==> config.mk <==
export PLATFORM = sky130hd
export DESIGN_NAME = ctrl_pipe
export DESIGN_NICKNAME = d
export VERILOG_FILES = /design/src/rtl/leg_ctrl_pkg.sv /design/src/rtl/cond_eval.sv /design/src/rtl/ctrl_pipe.sv
export SDC_FILE = /design/constraint.sdc
export NUM_CORES = 1
export LEC_CHECK = 0
export ABC_CLOCK_PERIOD_IN_PS = 2900
export CORE_ASPECT_RATIO = 1.1
export CORE_MARGIN = 10
export CORE_UTILIZATION = 41
export CTS_BUF_LIST = sky130_fd_sc_hd__clkbuf_4
export DETAILED_ROUTE_END_ITERATION = 16
export GPL_TIMING_DRIVEN = 0
export HOLD_SLACK_MARGIN = 0.03
export MAX_ROUTING_LAYER = met4
export PLACE_DENSITY_LB_ADDON = 0.15
export SYNTH_ARGS = -nofsm -noshare
export SYNTH_HDL_FRONTEND = slang
export SYNTH_SLANG_ARGS = --single-unit
==> constraint.sdc <==
create_clock -name clk -period 2.9 [get_ports clk]
set_clock_uncertainty 0.2 [all_clocks]
set_input_delay 0.435 -clock clk [delete_from_list [all_inputs] [get_ports clk]]
set_output_delay 0.435 -clock clk [all_outputs]
set_load 0.02 [all_outputs]
==> src/rtl/leg_ctrl_pkg.sv <==
// Shared types for the LEG core control path: condition codes, NZCV bit
// positions and the Execute-stage control record.
package leg_ctrl_pkg;

  typedef enum logic [3:0] {
    EQ = 4'h0, NE = 4'h1, CS = 4'h2, CC = 4'h3,
    MI = 4'h4, PL = 4'h5, VS = 4'h6, VC = 4'h7,
    HI = 4'h8, LS = 4'h9, GE = 4'hA, LT = 4'hB,
    GT = 4'hC, LE = 4'hD, AL = 4'hE, NV = 4'hF
  } cond_e;

  localparam int FLAG_N = 3;
  localparam int FLAG_Z = 2;
  localparam int FLAG_C = 1;
  localparam int FLAG_V = 0;

  // The opaque Ctrl field is parameter-sized, so it lives beside this record.
  typedef struct packed {
    logic       valid;
    cond_e      cond;
    logic [1:0] flag_write;
    logic       branch;
    logic       reg_write;
    logic       mem_write;
    logic       pc_write;
  } stage_ctrl_t;

endpackage

==> src/rtl/cond_eval.sv <==
// ARM condition-field evaluator: decides whether an instruction with the
// given condition executes under the current NZCV flags.
module cond_eval
  import leg_ctrl_pkg::*;
(
  input  logic [3:0] cond,
  input  logic [3:0] flags,
  output logic       pass
);

  logic n, z, c, v;

  assign n = flags[FLAG_N];
  assign z = flags[FLAG_Z];
  assign c = flags[FLAG_C];
  assign v = flags[FLAG_V];

  always_comb begin
    // NOTE: pass gets a default before the case so every path assigns it and no latch is inferred.
    pass = 1'b0;
    case (cond_e'(cond))
      EQ:      pass = z;
      NE:      pass = ~z;
      CS:      pass = c;
      CC:      pass = ~c;
      MI:      pass = n;
      PL:      pass = ~n;
      VS:      pass = v;
      VC:      pass = ~v;
      HI:      pass = c & ~z;
      LS:      pass = ~c | z;
      GE:      pass = (n == v);
      LT:      pass = (n != v);
      GT:      pass = ~z & (n == v);
      LE:      pass = z | (n != v);
      AL:      pass = 1'b1;
      NV:      pass = 1'b0;
      default: pass = 1'b0;
    endcase
  end

endmodule

==> src/rtl/ctrl_pipe.sv <==
// Control-signal pipeline from Decode through NSTAGES post-decode stages,
// with condition gating in Execute, NZCV ownership and per-stage stall/flush.
module ctrl_pipe
  import leg_ctrl_pkg::*;
#(
  parameter int NSTAGES = 3,
  parameter int CTRLW   = 4
) (
  input  logic                       clk,
  input  logic                       reset,
  input  logic                       ValidD,
  input  logic [3:0]                 CondD,
  input  logic [1:0]                 FlagWriteD,
  input  logic                       BranchD,
  input  logic                       RegWriteD,
  input  logic                       MemWriteD,
  input  logic                       PCWriteD,
  input  logic [CTRLW-1:0]           CtrlD,
  input  logic [3:0]                 ALUFlagsE,
  input  logic [NSTAGES-1:0]         Stall,
  input  logic [NSTAGES-1:0]         Flush,
  output logic                       CondExE,
  output logic                       BranchTakenE,
  output logic                       CarryInE,
  output logic [3:0]                 FlagsQ,
  output logic [NSTAGES-1:0]         ValidS,
  output logic [NSTAGES-1:0]         RegWriteS,
  output logic [NSTAGES-1:0]         MemWriteS,
  output logic [NSTAGES-1:0]         PCWriteS,
  output logic [NSTAGES*CTRLW-1:0]   CtrlS,
  output logic                       PCWrPendingF
);

  stage_ctrl_t      dec;
  stage_ctrl_t      ex_q;
  logic [CTRLW-1:0] ex_ctrl_q;
  logic [3:0]       flags_q;
  logic             cond_pass;

  // Stages 1..NSTAGES-1 keep only the already-gated enables.
  logic [NSTAGES-1:1] valid_q, rw_q, mw_q, pw_q;
  logic [CTRLW-1:0]   ctrl_q [1:NSTAGES-1];

  logic [NSTAGES-1:1] src_valid, src_rw, src_mw, src_pw;
  logic [CTRLW-1:0]   src_ctrl [1:NSTAGES-1];

  assign dec = '{
    valid:      ValidD,
    cond:       cond_e'(CondD),
    flag_write: FlagWriteD,
    branch:     BranchD,
    reg_write:  RegWriteD,
    mem_write:  MemWriteD,
    pc_write:   PCWriteD
  };

  cond_eval u_cond_eval (
    .cond  (ex_q.cond),
    .flags (flags_q),
    .pass  (cond_pass)
  );

  assign CondExE      = ex_q.valid & cond_pass;
  assign BranchTakenE = CondExE & ex_q.branch;
  assign CarryInE     = flags_q[FLAG_C];
  assign FlagsQ       = flags_q;

  // Execute never sees an upstream stall bubble: a stalled Decode means Stall[0], which holds.
  always_ff @(posedge clk) begin
    // NOTE: registers use non-blocking <= so every flop samples the pre-edge values.
    if (reset) begin
      ex_q      <= '0;
      ex_ctrl_q <= '0;
    end else if (Flush[0]) begin
      ex_q      <= '0;
      ex_ctrl_q <= '0;
    end else if (!Stall[0]) begin
      ex_q      <= dec;
      ex_ctrl_q <= CtrlD;
    end
  end

  // Flags commit when the instruction leaves Execute; a flush of the slot behind it does not block that.
  always_ff @(posedge clk) begin
    if (reset) begin
      flags_q <= '0;
    end else if (CondExE && !Stall[0]) begin
      if (ex_q.flag_write[1]) flags_q[FLAG_N:FLAG_Z] <= ALUFlagsE[FLAG_N:FLAG_Z];
      if (ex_q.flag_write[0]) flags_q[FLAG_C:FLAG_V] <= ALUFlagsE[FLAG_C:FLAG_V];
    end
  end

  always_comb begin
    src_valid = '0;
    src_rw    = '0;
    src_mw    = '0;
    src_pw    = '0;
    for (int k = 1; k < NSTAGES; k++) src_ctrl[k] = '0;

    src_valid[1] = ex_q.valid;
    src_rw[1]    = ex_q.reg_write & CondExE;
    src_mw[1]    = ex_q.mem_write & CondExE;
    src_pw[1]    = ex_q.pc_write  & CondExE;
    src_ctrl[1]  = ex_ctrl_q;

    for (int k = 2; k < NSTAGES; k++) begin
      src_valid[k] = valid_q[k-1];
      src_rw[k]    = rw_q[k-1];
      src_mw[k]    = mw_q[k-1];
      src_pw[k]    = pw_q[k-1];
      src_ctrl[k]  = ctrl_q[k-1];
    end
  end

  always_ff @(posedge clk) begin
    // NOTE: ctrl_q is a few flops per stage, not a RAM, so it resets with the rest of the stage.
    if (reset) begin
      valid_q <= '0;
      rw_q    <= '0;
      mw_q    <= '0;
      pw_q    <= '0;
      for (int k = 1; k < NSTAGES; k++) ctrl_q[k] <= '0;
    end else begin
      for (int k = 1; k < NSTAGES; k++) begin
        if (Flush[k] || (!Stall[k] && Stall[k-1])) begin
          valid_q[k] <= 1'b0;
          rw_q[k]    <= 1'b0;
          mw_q[k]    <= 1'b0;
          pw_q[k]    <= 1'b0;
          ctrl_q[k]  <= '0;
        end else if (!Stall[k]) begin
          valid_q[k] <= src_valid[k];
          rw_q[k]    <= src_rw[k];
          mw_q[k]    <= src_mw[k];
          pw_q[k]    <= src_pw[k];
          ctrl_q[k]  <= src_ctrl[k];
        end
      end
    end
  end

  assign ValidS    = {valid_q, ex_q.valid};
  assign RegWriteS = {rw_q & valid_q, ex_q.reg_write & CondExE};
  assign MemWriteS = {mw_q & valid_q, ex_q.mem_write & CondExE};
  assign PCWriteS  = {pw_q & valid_q, ex_q.pc_write  & CondExE};

  assign CtrlS[0 +: CTRLW] = ex_ctrl_q;
  for (genvar g = 1; g < NSTAGES; g++) begin : g_ctrl_out
    assign CtrlS[g*CTRLW +: CTRLW] = ctrl_q[g];
  end

  // Execute term ignores the condition so fetch stays conservative until it resolves.
  assign PCWrPendingF = (ValidD & PCWriteD)
                      | (ex_q.valid & ex_q.pc_write)
                      | (|(valid_q & pw_q));

endmodule

==> impl_metrics.toml <==
[hold_path]
min_path_type = "register to register"
hold-path-cell-count = 1

[cts]
cts_tree = "built"
clk_pin_slew_ns = 0.10
cts_htree_levels = 2
clock-root-buffer = "clkbuf_4"
clock_latency_ns = 0.33
ctsHoldBuffers = 0
numCtsBuffers = 5
cts_buffer_depth = 2
cts.sinks = 35

[layout]
area_delta_synth_final_pct = 45.7
layout-drive-gt1-share_pct = 15.8
nNetsFinal = 241
final_util_pct = 62.9
layout.cells.non_filler = 265
num_antenna_cells = 0
nFillCells = 330

[yosys]
synthTopCellsByCount = "dfxtp_1 (27), mux2i_1 (20), and2_1 (18)"
synthArstFlopShare_pct = 0
synth_cell_type_count = 36
synth_area_leader_cell = "dfxtp_1"
syn_avg_cell_area_sq_um = 10.8
ys_top_cells_by_area = "dfxtp_1 (34%), edfxtp_1 (15%), mux2i_1 (13%), and2_1 (7.1%), nor2_1 (3.5%)"
synth_compound_area_share_pct = 9.36
ys_seq_elements = 35
yosysMostFrequentCell = "dfxtp_1"
syn_inst = 147
synth_flop_cell = "dfxtp_1"
syn_nets = 174
ys_warn_count = 0
synthAdderAreaFrac_pct = 0
syn_area_sq_um = 1590
synth_simple_gate_area_share_pct = 22.2
synth_top_family_by_area = "simple AND/OR/NAND/NOR gates"
muxShareOfSynthArea_pct = 13.5
synth_xor_area_share_pct = 1.65
yosysSeqAreaShare_pct = 49.1
synth_top_area_share_pct = 34.0
synth-edff-count = 8

[routing]
wl_met3_um = 208
vias = 1318
final_antenna_net_count = 0
routedLengthMet1_um = 1590
drtIter0Drc = 56
first_pass_iters = 4
via_per_inst = 4.97
route.detailed.drc = 0
highest-signal-layer = "met4"
wl_per_cell_um = 15.2
wl_met2_um = 2190
wirelength_um = 4040

[placed_design]
dp.cells = 254
hpwl_um = 3260
port_buffers = 57
gp_congestion = 0.741
pre_cts_slack_ns = -0.0698

[setup_path]
worstPathMaxFanout = 9
worstSetupEndpointType = "output port"
cp.arrival_ns = 2.13
cpMaxStageDelayCell = "dfxtp_1"
start_kind = "register"
cpPeakStageDelay_ns = 0.34
worstPathCellList = "buf_6 -> mux2_4 -> a2111oi_4 -> nor4_4 -> nor2_2 -> buf_4 -> and2_1 -> buf_2"
worstPathRequired_ns = 2.27
reg2reg_depth = 7
critical_path_class = "register to output port"

[sta]
relSlewSlack_pct = 27.6
clock.fmax_mhz = 362
hold_violations = 0
worst_slew_pin_slew_ns = 1.08
rsz0062_at_grt = "false"
slew_viol_final = 0
period_needed_ns = 2.76
final.setup.tns_ns = 0
fin_crit_sh_pct = 95.2
setup_ws_ns = 0.138
setup_viol = 0

[pwr]
vdd_drop_max_uv = 167
power.leakage_nw = 0.889
power_density_nw_per_um2 = 390

[floorplanning]
start_util_pct = 43.2
std_cell_rows = 23
io_pins = 59
dieArea_sq_um = 6780
die_w_um = 79.4
die_h_um = 85.3
coreArea_sq_um = 3680

[global_route]
gr-total-overflow = 0
grt_pass1_vias = 1412
grt_pass1_wl_um = 6720
antenna_found_initial = 0
grt_start_max_net_pins = 11
grt_usage_pct = 12.9

[run]
cap_violations = 0

[status]
outcome = "completed"
==> through the flow <==
| stage | cell area (sq um) | power [mW] | hold WS [ns] |
|---|---|---|---|
| 2_1_floorplan | 1590 | 0.583 | 0.241 |
| 3_3_place_gp | 2220 | 0.642 | 0.257 |
| 3_5_place_dp | 2220 | 0.645 | 0.260 |
| 4_1_cts | 2340 | 0.916 | 0.287 |
| 5_1_grt | 2320 | 0.953 | 0.311 |
| 6_report | 2320 | 0.905 | 0.284 |
==> state kept, by name (all words and copies together) (netlist names) <==
signal / cells
FlagsQ: 4
mw_q: 2
ctrl_q: 8
ValidS: 1
rw_q: 2
ex_q: 10
valid_q: 2
ex_ctrl_q: 4
pw_q: 2
==> critical path, delay by kind of cell (launching register included) <==
family	cells	cell delay, ns
muxes	1	0.32
DFF	1	0.34
and+or+nand+nor	3	0.35
AOI/OAI and AO/OA	1	0.34
buffers and inverters	3	0.44
==> final timing paths <==
check	startpoint	to	slack (ns)
setup / recovery	ex_q[7]$_SDFFE_PP0N_	BranchTakenE	0.14
hold reg to reg	mw_q[2]$_SDFFE_PP0N_	mw_q[2]$_SDFFE_PP0N_	0.28
hold / removal	mw_q[2]$_SDFFE_PP0N_	mw_q[2]$_SDFFE_PP0N_	0.28
setup reg to reg	ex_q[7]$_SDFFE_PP0N_	FlagsQ[1]$_SDFFE_PP0P_	0.61
==> power by group <==
part           switching (mW)  internal, mW
Sequential            0.00774         0.508
Combinational          0.0517        0.0701
Clock                   0.154         0.113
Total                   0.214         0.692
==> logic make-up (layout without fill, tap and decap cells) <==
group	Yosys count	in the layout
xor+xnor	3	3
compound gates	16	16
flops	35	35
buf+inv	13	81
mux	21	21
simple gates	59	59
==> repair_timing <==
| item | 4_1_cts | 5_1_grt |
|---|---|---|
| setup endpoints to repair | 5 | 5 |
| pin swaps | 3 | 1 |
| buffers inserted | 4 | 0 |
| resized for setup | 17 | 10 |
| endpoints found under the hold margin | 0 | 0 |
==> layer usage <==
| metal | vias up | track usage (%) |
|---|---|---|
| met5 | - | - |
| met4 | 0 | 4.40 |
| met3 | 6 | 4.85 |
| met2 | 37 | 22.9 |
| met1 | 629 | 12.4 |
| li1 | 646 | - |
==> area by class of cell <==
type	count	area (sq um)	share of cell area, %
Sequential cell	35	783	33.8
Tap cell	50	62.6	2.70
Multi-Input combinational cell	99	776	33.5
Clock buffer	7	52.6	2.27
Clock inverter	1	5.00	0.216
Buffer	9	50.0	2.16
Timing Repair Buffer	61	578	24.9
Inverter	3	11.3	0.486
==> placed cells by master (no fill, tap or decap), types with 4 or more instances in the layout <==
cell type and instances:
buf_4 7, clkdlybuf4s50_1 52, nor2_1 15, buf_2 4, and2_1 18, mux2i_1 20
edfxtp_1 8, clkbuf_4 7, clkbuf_1 4, dfxtp_1 25, a22o_1 6, nand2b_1 8
(Power assumes the default switching activity.)
